===== src/rtl/sprite_oam_dma.sv =====
// Sprite OAM DMA: copies COUNT words from source memory into sprite RAM at
// one word per cycle, triggered by a START write or (in AUTO mode) frame end.
module sprite_oam_dma #(
  parameter int ADDR_WIDTH = 6,
  parameter int SRC_AW     = 16
) (
  input  logic                  clk_50MHz,
  input  logic                  rstn,
  input  logic                  vga_intr,
  input  logic                  cfg_we,
  input  logic [1:0]            cfg_addr,
  input  logic [31:0]           cfg_wdata,
  output logic [31:0]           cfg_rdata,
  output logic                  src_rd,
  output logic [SRC_AW-1:0]     src_addr,
  input  logic [31:0]           src_rdata,
  output logic                  spr_we,
  output logic [ADDR_WIDTH-1:0] spr_addr,
  output logic [31:0]           spr_wdata,
  output logic                  busy,
  output logic                  done_irq
);

  typedef enum logic [1:0] {S_IDLE, S_RUN, S_FLUSH, S_DONE} state_t;

  state_t                state, state_nxt;
  logic                  ctrl_auto;
  logic [SRC_AW-1:0]     src_base;
  logic [ADDR_WIDTH-1:0] count;
  logic [ADDR_WIDTH-1:0] rd_idx, last_idx;
  logic                  st_done, st_overrun;
  logic [31:0]           wdata_hold;
  logic                  ctrl_wr, status_wr, trigger, rd_last;
  logic                  unused_wdata;

  assign ctrl_wr   = cfg_we && (cfg_addr == 2'd0);
  assign status_wr = cfg_we && (cfg_addr == 2'd3);
  assign trigger   = (ctrl_wr && cfg_wdata[1]) || (ctrl_auto && vga_intr);
  assign rd_last   = (rd_idx == last_idx);

  assign busy      = (state == S_RUN) || (state == S_FLUSH);
  assign done_irq  = (state == S_DONE);
  // Read data arrives in the same cycle as its write strobe, so it is passed
  // through combinationally and only captured to hold the bus afterwards.
  assign spr_wdata = spr_we ? src_rdata : wdata_hold;
  assign unused_wdata = ^cfg_wdata;

  always_ff @(posedge clk_50MHz) begin
    if (!rstn) state <= S_IDLE;
    else       state <= state_nxt;
  end

  always_comb begin
    state_nxt = state;
    case (state)
      S_IDLE:  if (trigger) state_nxt = S_RUN;
      S_RUN:   if (rd_last) state_nxt = S_FLUSH;
      S_FLUSH: state_nxt = S_DONE;
      S_DONE:  state_nxt = S_IDLE;
      default: state_nxt = S_IDLE;
    endcase
  end

  always_ff @(posedge clk_50MHz) begin
    if (!rstn) begin
      ctrl_auto  <= 1'b0;
      src_base   <= '0;
      count      <= '0;
      st_done    <= 1'b0;
      st_overrun <= 1'b0;
      src_rd     <= 1'b0;
      src_addr   <= '0;
      rd_idx     <= '0;
      last_idx   <= '0;
      spr_we     <= 1'b0;
      spr_addr   <= '0;
      wdata_hold <= '0;
    end else begin
      if (ctrl_wr)                       ctrl_auto <= cfg_wdata[0];
      if (cfg_we && cfg_addr == 2'd1)    src_base  <= cfg_wdata[SRC_AW-1:0];
      if (cfg_we && cfg_addr == 2'd2)    count     <= cfg_wdata[ADDR_WIDTH-1:0];

      // Setting wins over a coincident write-1-to-clear.
      st_done    <= (state == S_DONE) || (st_done && !(status_wr && cfg_wdata[1]));
      st_overrun <= (trigger && state != S_IDLE) ||
                    (st_overrun && !(status_wr && cfg_wdata[2]));

      if (state == S_IDLE && trigger) begin
        src_rd   <= 1'b1;
        src_addr <= src_base;
        rd_idx   <= '0;
        last_idx <= count - ADDR_WIDTH'(1);
      end else if (state == S_RUN && !rd_last) begin
        src_rd   <= 1'b1;
        src_addr <= src_addr + SRC_AW'(1);
        rd_idx   <= rd_idx + ADDR_WIDTH'(1);
      end else begin
        src_rd   <= 1'b0;
      end

      spr_we <= src_rd;
      if (src_rd) spr_addr   <= rd_idx;
      if (spr_we) wdata_hold <= src_rdata;
    end
  end

  always_comb begin
    cfg_rdata = '0;
    case (cfg_addr)
      2'd0: cfg_rdata[0] = ctrl_auto;
      2'd1: cfg_rdata = 32'(src_base);
      2'd2: cfg_rdata = 32'(count);
      2'd3: cfg_rdata[2:0] = {st_overrun, st_done, busy};
      default: cfg_rdata = '0;
    endcase
  end

endmodule


===== config.mk =====
export PLATFORM = sky130hd
export DESIGN_NAME = sprite_oam_dma
export DESIGN_NICKNAME = d
export VERILOG_FILES = /design/src/rtl/sprite_oam_dma.sv
export SDC_FILE = /design/constraint.sdc
export NUM_CORES = 1
export LEC_CHECK = 0
export CELL_PAD_IN_SITES_DETAIL_PLACEMENT = 0
export CELL_PAD_IN_SITES_GLOBAL_PLACEMENT = 1
export CORE_MARGIN = 2
export CORE_UTILIZATION = 30
export CTS_CLUSTER_DIAMETER = 120
export CTS_CLUSTER_SIZE = 10
export DETAILED_ROUTE_END_ITERATION = 8
export PLACE_DENSITY = 0.78
export SLEW_MARGIN = 40
export SYNTH_ARGS = -nofsm -noshare
export SYNTH_HDL_FRONTEND = slang
export SYNTH_SLANG_ARGS = --single-unit

===== constraint.sdc =====
create_clock -name clk_50MHz -period 1.7 [get_ports clk_50MHz]
set_input_delay 0.255 -clock clk_50MHz [delete_from_list [all_inputs] [get_ports clk_50MHz]]
set_output_delay 0.255 -clock clk_50MHz [all_outputs]
set_load 0.02 [all_outputs]

Word-level counts from Yosys, hierarchy flattened
Cells that the tools add are included.
Widths: inputs -> output; s select.
- mux-type cells: 11
- add/sub/neg operators: 3
- equal/unequal tests: 9
- bitwise gates (word level): 1
- reductions and logical operators: 26
- operator list (cell ; number):
    $mux 16 ; 2
    $mux 32 ; 1
    $pmux 13 s2 ; 1
    $add 16x1->16 const B ; 1
    $logic_and 1x1->1 ; 13
    $eq 2x2->1 const B ; 4
    $pmux 2 s4 ; 1
    $add 6x1->6 const B ; 1
    $eq 6x6->1 ; 1
    $pmux 2 s3 ; 1
    $sub 6x1->6 const B ; 1
    $eq 2x1->1 const B ; 2
    $logic_not 2->1 ; 2
    $logic_or 1x1->1 ; 4
    $mux 2 ; 2
    $ne 2x2->1 const B ; 2
    $pmux 1 s4 ; 1
    $reduce_bool 2->1 ; 2
    $logic_not 1->1 ; 3
    $mux 1 ; 2
    $reduce_and 2->1 ; 1
    $reduce_or 2->1 ; 1
    $not 1->1 ; 1
- output and inout bits: 90
- input bits: 70
- logic and storage cells: 63
- register bits: 95

Depth between registers and ports, before layout
Gate-level depths: netlist of run 1.
- depth after elaboration: 6
- gate-level depth with buffers: 8
- mapped depth without buffers: 6

Worst setup path after synthesis of run 1
No wires, ideal clock.
- path kind: register to register
- start point: register src_addr[0]
- end point: register src_addr[14]
- cell stages (with the launch flop): 6
- path slack: -17 ps
- library setup time: 74 ps
- arrival: 1643 ps
- cell sequence: dfxtp_1 ha_1 and3_1 nand2_1 or4_1 a31oi_1
- cells in the longest elaborated chain, start to end: 3
- RTL lines (item ; line ; source):
    start: declaration ; 15 ; output logic [SRC_AW-1:0] src_addr,
    start signal: assignment ; 90 ; src_addr <= src_base;
    start signal: assignment ; 95 ; src_addr <= src_addr + SRC_AW'(1);
    $add 16x1->16 ; 95 ;
    $mux 16 ; 93 ; end else if (state == S_RUN && !rd_last) begin
    $mux 16 ; 88 ; if (state == S_IDLE && trigger) begin
Every way passes these cells. The select of a mux whose other input is x is not followed.
A chain may end at the register's enable or synchronous reset.

Worst setup path after layout of run 1
- start point: register state[1]
- end point: output cfg_rdata[0]
- cells in the longest elaborated chain, start to end: 3
- RTL lines (item ; line ; source):
    start: declaration ; 26 ; state_t state, state_nxt;
    start signal: assignment ; 50 ; else state <= state_nxt;
    $eq 2x1->1 or $eq 2x2->1 (tied branches) ; 41 ; assign busy = (state == S_RUN) || (state == S_FLUSH);
    $logic_or 1x1->1 (*) ; 41 ;
    $pmux 1 s4 (*) ; 109 ; case (cfg_addr)
    end: declaration ; 13 ; output logic [31:0] cfg_rdata,
Mark *: on every way between the ends. The rest lies on a longest branch, timed or not.

==> results.json, run 1 <==
{
  "outcome": "finished, violations left",
  "violations": "setup timing",
  "powerDensity_mw_per_mm2": 919.9,
  "p_leak_uw": 0.003062,
  "irDropWorstVdd_uv": 472.2,
  "fin_nets": 751,
  "route.detailed.drc": 0,
  "clockBufferDepth": 2,
  "port_buffers": 127,
  "min_from": "rstn",
  "grt.met2_usage_pct": 25.79,
  "slew_violations": 0,
  "cp_slowest_cell": "a222oi_1",
  "ys_ff_latch": 95,
  "critPathCaptureType": "primary output",
  "setup_violations": 23,
  "r2r_end": "src_addr[10]",
  "ys_types": 41,
  "fin_skew_ns": 0.006235,
  "routed_wirelength_um": 13020,
  "ff2ff_path_depth": 9,
  "layout_setup_ws_ns": -0.1636,
  "die_w_um": 126.4,
  "drive_gt1_share_pct": 34.47,
  "whs_path_depth": 3,
  "path_class": "reg2out",
  "grt_use_total_pct": 14.77,
  "cts_tree": "built",
  "hold-path-endpoint": "last_idx[5]",
  "critPathMaxStageDelay_ns": 0.34,
  "place_congestion": 0.8247,
  "fp-row-count": 44,
  "avgSynthCellArea_um2": 9.269,
  "yosysWarningCount": 0,
  "clock-root-buffer": "clkbuf_16",
  "post_drt_wl_per_cell_um": 15.19,
  "finalHoldViolations": 0,
  "grt_use_met1_pct": 18.03,
  "required_ns": 1.44,
  "via_count": 4084,
  "grt_antenna_before_repair": 0,
  "start_util_pct": 30.81,
  "crit_fanout": 2,
  "fmax_ghz": 0.5366,
  "use_met3_pct": 3.079,
  "grt_max_degree": 93,
  "finalCritPeriodShare_pct": 109.6,
  "crit_path_start_kind": "flop",
  "final_cells": 857,
  "viasPerCell": 4.765,
  "seq_area_frac_synth_pct": 42.30,
  "rsz0062_at_grt": "yes",
  "holdBufCountCts": 0,
  "grt_overflow": 0,
  "ios": 160,
  "grt_pass1_vias": 3939,
  "busiest_layer": "met2",
  "antenna_left": 0,
  "cts_max_level": 3,
  "crit_arrival_ns": 1.61,
  "period_minus_slack_ns": 1.864,
  "place_inst": 827,
  "drt_iter0_markers": 131,
  "numCtsBuffers": 9,
  "area_growth_pct": 60.09,
  "grt_pass1_wl_um": 19450,
  "core_area_mm2": 0.01459,
  "dieArea_mm2": 0.01598,
  "diodes": 0,
  "yosys-top-cells-area": "dfxtp_1 (42%), mux2_2 (8.0%), and2_1 (4.9%)",
  "crit_chain": "inv_2 -> ha_4 -> a222oi_1 -> mux2i_1 -> buf_4",
  "syn_area_mm2": 0.004496,
  "synth_largest_area_cell": "dfxtp_1",
  "tns_ns": -1.120,
  "worstReg2RegStart": "state[1]",
  "dp_hpwl_um": 8925,
  "synth_cells": 485,
  "die_h_um": 126.4,
  "min_path_type": "in2reg",
  "ff2ff_setup_slack_ns": -0.14,
  "worstSkewPairLatency_ns": 0.35,
  "clock-sinks": 95,
  "drt-pass1-iter-count": 4,
  "whs_ns": 0.3867,
  "synth_top_area_share_pct": 42.30,
  "cts.clk_slew.worst_paths_ns": 0.07,
  "critPathLaunch": "state[1]",
  "drv_cap": 0
}
cell usage in the layout, fill, tap and decap left out, types with 4 or more instances in the layout:
master	count
dfxtp_1	79
clkdlybuf4s50_1	67
nand2_1	58
buf_4	54
and2_1	35
buf_6	33
buf_2	24
mux2_4	23
a21boi_0	23
o21ai_0	19
nand3_1	16
conb_1	16
xnor2_1	13
a21oi_1	13
and3_1	12
clkbuf_16	12
dfxtp_2	12
mux2i_1	11
nor2b_1	10
mux2_2	9
nor2_1	8
o211a_1	7
ha_1	7
buf_12	7
ha_4	6
inv_1	5
xor2_2	5
inv_2	4
and4_1	4
or4_1	4
a31oi_1	4
a211oi_1	4
dfxtp_4	4
dlygate4sd2_1	4
dlymetal6s2s_1	4
state kept, by name, summed over array words and instances (netlist names):
signal and count:
src_base 16, spr_addr 6, st_overrun 1, st_done 1
rd_idx 6, src_rd 1, count 6, state 2
spr_we 1, ctrl_auto 1, wdata_hold 32, src_addr 16
last_idx 6
cell usage after synthesis, drive strengths merged:
library cell and n:
a31oi 4, nor3 3, o21ai 21, a21boi 24
nand4 2, a32oi 1, or2 2, or4 5
o31ai 4, a211oi 7, a2111oi 1, and4 4
nor2 9, a22oi 3, ha 13, clkbuf 24
xor2 8, a222oi 3, buf 20, or3 3
mux2i 11, nor2b 11, and3 12, nand2b 1
and2 35, a21oi 18, inv 10, xnor2 14
nor4 2, mux2 32, conb 1, o211a 7
dfxtp 95, nand2 58, nand3 17
area by class of cell:
class,instances,area [µm²]
fill,1307,7392
multi-input combinational,351,2745
timing repair buffer,201,1938
sequential,95,1932
tap,184,230.2
clock buffer,9,225.2
clock inverter,7,86.33
inverter,10,40.04
worst max-delay path: cells and delay by family (launching register included):
family	cells	cell delay [ns]
AOI/OAI and AO/OA	1	0.34
adders and majority gates	1	0.23
muxes	1	0.12
buffers and inverters	2	0.22
DFF	1	0.33
cell families after synthesis:
| group | after synthesis | share of synthesized area (%) |
|---|---|---|
| adder cells (fa/ha/maj) | 13 | 3.618 |
| buffers and inverters | 54 | 5.873 |
| AO/OA/AOI/OAI | 93 | 14.17 |
| other | 1 | 0.08342 |
| flip-flops | 95 | 42.30 |
| AND/OR/NAND/NOR | 164 | 19.04 |
| multiplexers | 43 | 10.46 |
| XOR/XNOR | 22 | 4.453 |
worst max-delay path by stage:
stage	end	slack (ns)
floorplan	src_addr[8]	0.002
global placement	cfg_rdata[11]	-0.65
detailed placement	cfg_rdata[11]	-0.71
CTS	cfg_rdata[0]	-0.17
global route	cfg_rdata[0]	-0.20
finish	cfg_rdata[0]	-0.16
through the flow:
step	area [µm²]	setup slack (ns)	utilization (%)	total power [µW]
after floorplan	4554	0.002104	-	3325
after global placement	6362	-0.6507	43.61	4099
after detailed placement	6362	-0.7104	43.61	4129
after CTS	6600	-0.1658	45.24	6304
after global routing	7197	-0.1982	49.33	6903
final	7197	-0.1636	49.33	6620
layer usage:
metal | vias to the layer above | share of wire, % | wire (µm)
met5 | - | 0 | 0
met4 | 0 | 2.1 | 268
met3 | 25 | 4.7 | 616
met2 | 125 | 50 | 6538
met1 | 1922 | 43 | 5597
li1 | 2012 | - | -
power by group:
group,internal (µW),switching (µW),total [µW]
sequential,2360,106,2470
clock,1170,950,2120
combinational,1080,951,2030
total,4610,2010,6620
timing repair:
item	CTS	global route
endpoints found under the setup margin	83	47
buffers inserted	1	9
gates resized for setup	237	125
pin swaps	12	33
cloned	1	4
No activity file was read; power rests on OpenSTA's default activity.
==> run 2, diff against run 1 <==
CORE_MARGIN = 4   (was 2)
PLACE_DENSITY = 0.77   (was 0.78)
TNS_END_PERCENT = 5   (was default)
==> run 2 against run 1 <==
Against the previous run:
- via count shrank 2.1%
- largest power group unchanged
- highest routed layer unchanged
- non-clock buffer count shrank 11
- sequential cell count is the same
- largest cell class unchanged
- critical path depth is the same
- combinational power shrank 14%
- the flow still finishes with violations (setup timing)
- first-iteration DRC count grew 21%
- global-route usage shrank 0.19 points
==> results.json, run 2 (synthesis gave the netlist of run 1 again) <==
{
  "slew_headroom_pct": 58.94,
  "dp_hpwl_um": 9327,
  "worstReg2RegStart": "last_idx[2]",
  "placed_area_mm2": 0.006362,
  "diodes": 0,
  "slew_violations": 0,
  "outcome": "finished, violations left",
  "grt_use_total_pct": 14.59,
  "setup_violations": 3,
  "crit_path_start_kind": "flop",
  "ios": 160,
  "dieArea_mm2": 0.01701,
  "finalHoldViolations": 0,
  "worstSkewPairLatency_ns": 0.35,
  "antenna_left": 0,
  "clockBufferDepth": 2,
  "violations": "setup timing",
  "post_drt_wl_per_cell_um": 14.80,
  "place_inst": 827,
  "die_h_um": 130.4,
  "place_congestion": 0.9056,
  "grt_overflow": 0,
  "core_area_mm2": 0.01459,
  "critPathMaxStageDelay_ns": 0.33,
  "worst_pin_slew_ns": 0.6146,
  "critPathLaunch": "state[0]",
  "layout_common_cells": "dfxtp_1 (86), clkdlybuf4s50_1 (64), buf_4 (60), nand2_1 (58), and2_1 (35)",
  "drt-pass1-iter-count": 7,
  "crit_chain": "inv_2 -> ha_4 -> a222oi_1 -> mux2i_1 -> buf_4",
  "fp-row-count": 44,
  "fin_skew_ns": 0.008719,
  "r2r_end": "rd_idx[5]",
  "p_leak_uw": 0.002905,
  "clock-root-buffer": "clkbuf_16",
  "viasPerCell": 4.725,
  "routed_wirelength_um": 12520,
  "fmax_ghz": 0.5480,
  "stdcell_area_mm2": 0.006704,
  "ff2ff_setup_slack_ns": -0.02,
  "period_minus_slack_ns": 1.825,
  "cts_tree": "built",
  "clock-sinks": 95,
  "route.detailed.drc": 0,
  "fillers": 1362,
  "ff2ff_path_depth": 7,
  "port_buffers": 127,
  "cts.clk_slew.worst_paths_ns": 0.06,
  "top_register": "wdata_hold",
  "path_class": "reg2out",
  "largest_reg_flops": 32,
  "critPathCaptureType": "primary output",
  "layout_setup_ws_ns": -0.1247,
  "required_ns": 1.44,
  "drv_cap": 0,
  "reg.largest.list": "wdata_hold x32, src_addr x16, src_base x16",
  "crit_fanout": 2,
  "powerDensity_mw_per_mm2": 911.7,
  "drt_iter0_markers": 159,
  "die_w_um": 130.4,
  "area_growth_pct": 49.12,
  "via_count": 3997,
  "min_path_type": "in2reg",
  "fin_nets": 740,
  "final_common_cell": "dfxtp_1",
  "crit_arrival_ns": 1.57,
  "rsz0062_at_grt": "yes",
  "grt_pass1_wl_um": 19970,
  "grt_antenna_before_repair": 0,
  "cts_max_level": 3,
  "drive_gt1_share_pct": 29.91,
  "grt_max_degree": 93,
  "cp_slowest_cell": "dfxtp_2",
  "finalCritPeriodShare_pct": 107.3,
  "place_ws_ns": -0.7069,
  "grt_pass1_vias": 4042,
  "start_util_pct": 30.81,
  "numCtsBuffers": 9,
  "critPathCapture": "cfg_rdata[0]",
  "final_cells": 846,
  "holdBufCountCts": 0,
  "irDropWorstVdd_uv": 497.4
}
## run 2: changes by cell type in the layout (fill, tap and decap cells not counted), sizes merged, moves of 3 or more
cell	previous run	this run
buf	120	105
clkdlybuf4s15	2	10
clkbuf	13	10
clkdlybuf4s50	67	64
dlygate4sd2	4	7
## run 2: layer usage
layer	vias to the layer above	wire length, µm	track usage, %
met5	-	0	0
met4	0	190	4.356
met1	1869	5446	17.90
met2	119	6067	25.41
met3	17	817	3.537
li1	1992	-	-
## run 2: power by group
group | switching (µW) | internal [µW]
combinational | 859 | 876
sequential | 94.0 | 2370
clock | 878 | 1040
total | 1830 | 4280
## run 2: area by class of cell
| cell class | instances | area, µm² | share of cell area (%) |
|---|---|---|---|
| multi-input combinational | 351 | 2540 | 37.89 |
| tap | 184 | 230.2 | 3.434 |
| sequential | 95 | 1916 | 28.57 |
| clock buffer | 10 | 239.0 | 3.565 |
| clock inverter | 6 | 43.79 | 0.6532 |
| timing repair buffer | 190 | 1698 | 25.33 |
| inverter | 10 | 37.54 | 0.5599 |
## run 2: timing repair
action | 4_1_cts | 5_1_grt
setup buffers | 1 | 1
resized for setup | 221 | 34
endpoints found under the hold margin | 0 | 0
pin swaps | 8 | 8
setup endpoints to repair | 86 | 60
gates cloned | 1 | 0
## run 2: worst max-delay path, delay by kind of cell, from the launching register on
kind                     cells  cell delay, ns
multiplexers                 1            0.13
adder cells (fa/ha/maj)      1            0.23
AO/OA/AOI/OAI                1            0.32
flip-flops                   1            0.33
buffers and inverters        2            0.22
## run 2: worst min-delay path by stage
stage,from,endpoint,depth (start not counted)
final,rstn,src_rd,3
after global routing,rstn,spr_addr[1],3
after CTS,rstn,last_idx[3],3
after detailed placement,src_base[11],src_base[11],2
after global placement,src_base[13],src_base[13],2
after floorplan,cfg_wdata[0],src_base[0],2
## run 2: per-stage QoR
step	power (µW)	utilization [%]	TNS, ns	hold slack (ns)
after detailed placement	4146	43.61	-31.17	0.4701
after global routing	6418	45.95	-1.249	0.4578
after CTS	6101	45.33	-0.4410	0.4259
after floorplan	3325	-	0	0.3999
after global placement	4107	43.61	-28.43	0.4691
final	6112	45.95	-0.1619	0.4303
==> run 3, diff against run 2 <==
CORE_UTILIZATION = 33   (was 30)
PLACE_DENSITY = 0.8   (was 0.77)
clock period = 1.68 ns   (was 1.7 ns; I/O delays follow)
==> run 3 against run 2 <==
Against the previous run:
- the run still ends with setup timing left
- non-clock buffer count rose by 1
- first-iteration DRC count rose by 12%
- final cell count fell by 0.83%
- power rose by 5.3%
- setup slack got worse by 0.065 ns
- register-to-register slack got worse by 0.05 ns
- count of clock-buffer cells in the layout fell by 1
- critical path depth did not move
- clock skew fell by 0.0033 ns
- die area fell by 8.6%
- routed wire length fell by 1.5%
- highest routed layer unchanged
==> results.json, run 3 (synthesis gave the netlist of run 1 again) <==
{
  "fin_skew_ns": 0.005448,
  "cts_tree": "built",
  "critPathMaxStageDelay_ns": 0.33,
  "p_clk_share_pct": 34.5,
  "grt_pass1_vias": 3988,
  "fillers": 1271,
  "p_leak_uw": 0.002984,
  "finalCritPeriodShare_pct": 111.3,
  "reg.largest.list": "wdata_hold x32, src_addr x16, src_base x16",
  "irDropWorstVdd_uv": 489.6,
  "crit_arrival_ns": 1.62,
  "layout_common_cells": "dfxtp_1 (80), clkdlybuf4s50_1 (61), buf_4 (60), nand2_1 (57), buf_2 (42)",
  "core_area_mm2": 0.01330,
  "drive_gt1_share_pct": 31.22,
  "cts.clk_slew.worst_paths_ns": 0.07,
  "cp_top_family": "flip-flops",
  "post_drt_wl_per_cell_um": 14.69,
  "required_ns": 1.43,
  "final_core_util_pct": 50.34,
  "routed_wirelength_um": 12330,
  "ff2ff_path_depth": 6,
  "port_buffers": 127,
  "die_h_um": 124.7,
  "worst_pin_slew_ns": 0.5390,
  "fmax_ghz": 0.5347,
  "whs_path_depth": 3,
  "ios": 160,
  "min_path_type": "in2reg",
  "internal_power_uw": 4560,
  "die_w_um": 124.7,
  "violations": "setup timing",
  "holdBufCountCts": 0,
  "crit_chain": "inv_2 -> ha_4 -> a222oi_1 -> mux2i_1 -> buf_4",
  "combPwrFrac_pct": 26.7,
  "final_cells": 839,
  "route.detailed.drc": 0,
  "cts_max_level": 3,
  "grt_antenna_before_repair": 0,
  "drt_iter0_markers": 178,
  "stdcell_area_mm2": 0.006693,
  "powerDensity_mw_per_mm2": 961.3,
  "grt_pass1_wl_um": 20130,
  "fp-row-count": 42,
  "cp.depth": 5,
  "crit_fanout": 2,
  "path_class": "reg2out",
  "slew_headroom_pct": 63.93,
  "cp_slowest_cell": "dfxtp_2",
  "multi_input_area_mm2": 0.002557,
  "clock-sinks": 95,
  "antenna_left": 0,
  "placed_area_mm2": 0.006354,
  "outcome": "finished, violations left",
  "seq_power_share_pct": 38.8,
  "worstSkewPairLatency_ns": 0.35,
  "rsz0062_at_grt": "yes",
  "layout_setup_ws_ns": -0.1901,
  "dieArea_mm2": 0.01555,
  "grt_use_total_pct": 15.68,
  "p_sw_uw": 1873,
  "drv_cap": 0,
  "grt_overflow": 0,
  "netSwitchingFraction_pct": 29.12,
  "start_util_pct": 33.81,
  "via_count": 3939,
  "fin_nets": 741,
  "place_congestion": 0.8535,
  "finalHoldViolations": 0,
  "clock-root-buffer": "clkbuf_16",
  "final_common_cell": "dfxtp_1",
  "drt-pass1-iter-count": 5,
  "slew_violations": 0,
  "numCtsBuffers": 9,
  "critPathCaptureType": "primary output",
  "viasPerCell": 4.695,
  "largest_reg_flops": 32,
  "setup_violations": 31,
  "dp_hpwl_um": 9157,
  "top_register": "wdata_hold",
  "clockBufferDepth": 2,
  "tns_ns": -0.7060,
  "place_inst": 819,
  "crit_buf_inv": 2,
  "grt_max_degree": 93,
  "seq_area_mm2": 0.001921,
  "diodes": 0,
  "crit_path_start_kind": "flop",
  "period_minus_slack_ns": 1.870,
  "area_growth_pct": 48.87
}
## run 3: power groups by stage
stage | Combinational [µW] | Sequential, µW | Clock, µW
global route | 1850 | 2510 | 2370
global placement | 1610 | 2520 | 0
CTS | 1670 | 2490 | 2270
floorplan | 783 | 2580 | 0
finish | 1720 | 2490 | 2220
detailed placement | 1640 | 2530 | 0
## run 3: routing by layer
layer | routed length [µm] | vias to the layer above | track usage, %
li1 | - | 1984 | -
met1 | 5406 | 1849 | 19.37
met2 | 6171 | 95 | 26.88
met3 | 650 | 11 | 5.060
met4 | 100 | 0 | 3.030
met5 | 0 | - | 0
## run 3: worst register-to-register path, cell delays in order (launching register included)
cell and delay, ns:
dfxtp_2 0.36, xor2_2 0.26, or4_4 0.21, o21ai_4 0.06, buf_6 0.13, or4_1 0.46
a31oi_1 0.19
## run 3: area by class of cell
cell class,instances,area share (%)
Tap cell,176,3.290
Inverter,10,0.5609
Clock inverter,7,1.440
Clock buffer,9,3.365
Multi-Input combinational cell,351,38.21
Sequential cell,95,28.70
Timing Repair Buffer,191,24.43
## run 3: worst paths after layout
check | endpoint | from | slack [ns]
setup / recovery | cfg_rdata[0] | state[0] | -0.19
hold / removal | last_idx[0] | rstn | 0.40
setup reg to reg | src_addr[8] | rd_idx[2] | -0.07
hold reg to reg | ctrl_auto | ctrl_auto | 0.49
## run 3: metrics by stage
step	hold slack (ns)	total power, µW	worst slack (ns)
3_5_place_dp	0.4780	4167	-0.7321
5_1_grt	0.4255	6729	-0.2798
6_report	0.4048	6433	-0.1901
3_3_place_gp	0.4691	4128	-0.6698
2_1_floorplan	0.3969	3365	-0.008798
4_1_cts	0.4098	6425	-0.2308
## run 3: repair_timing
item / in CTS / in global routing
buffers inserted: 1 / 3
resized for setup: 226 / 37
endpoints found under the setup margin: 86 / 77
pin swaps: 5 / 12
endpoints found under the hold margin: 0 / 0
cloned: 0 / 1
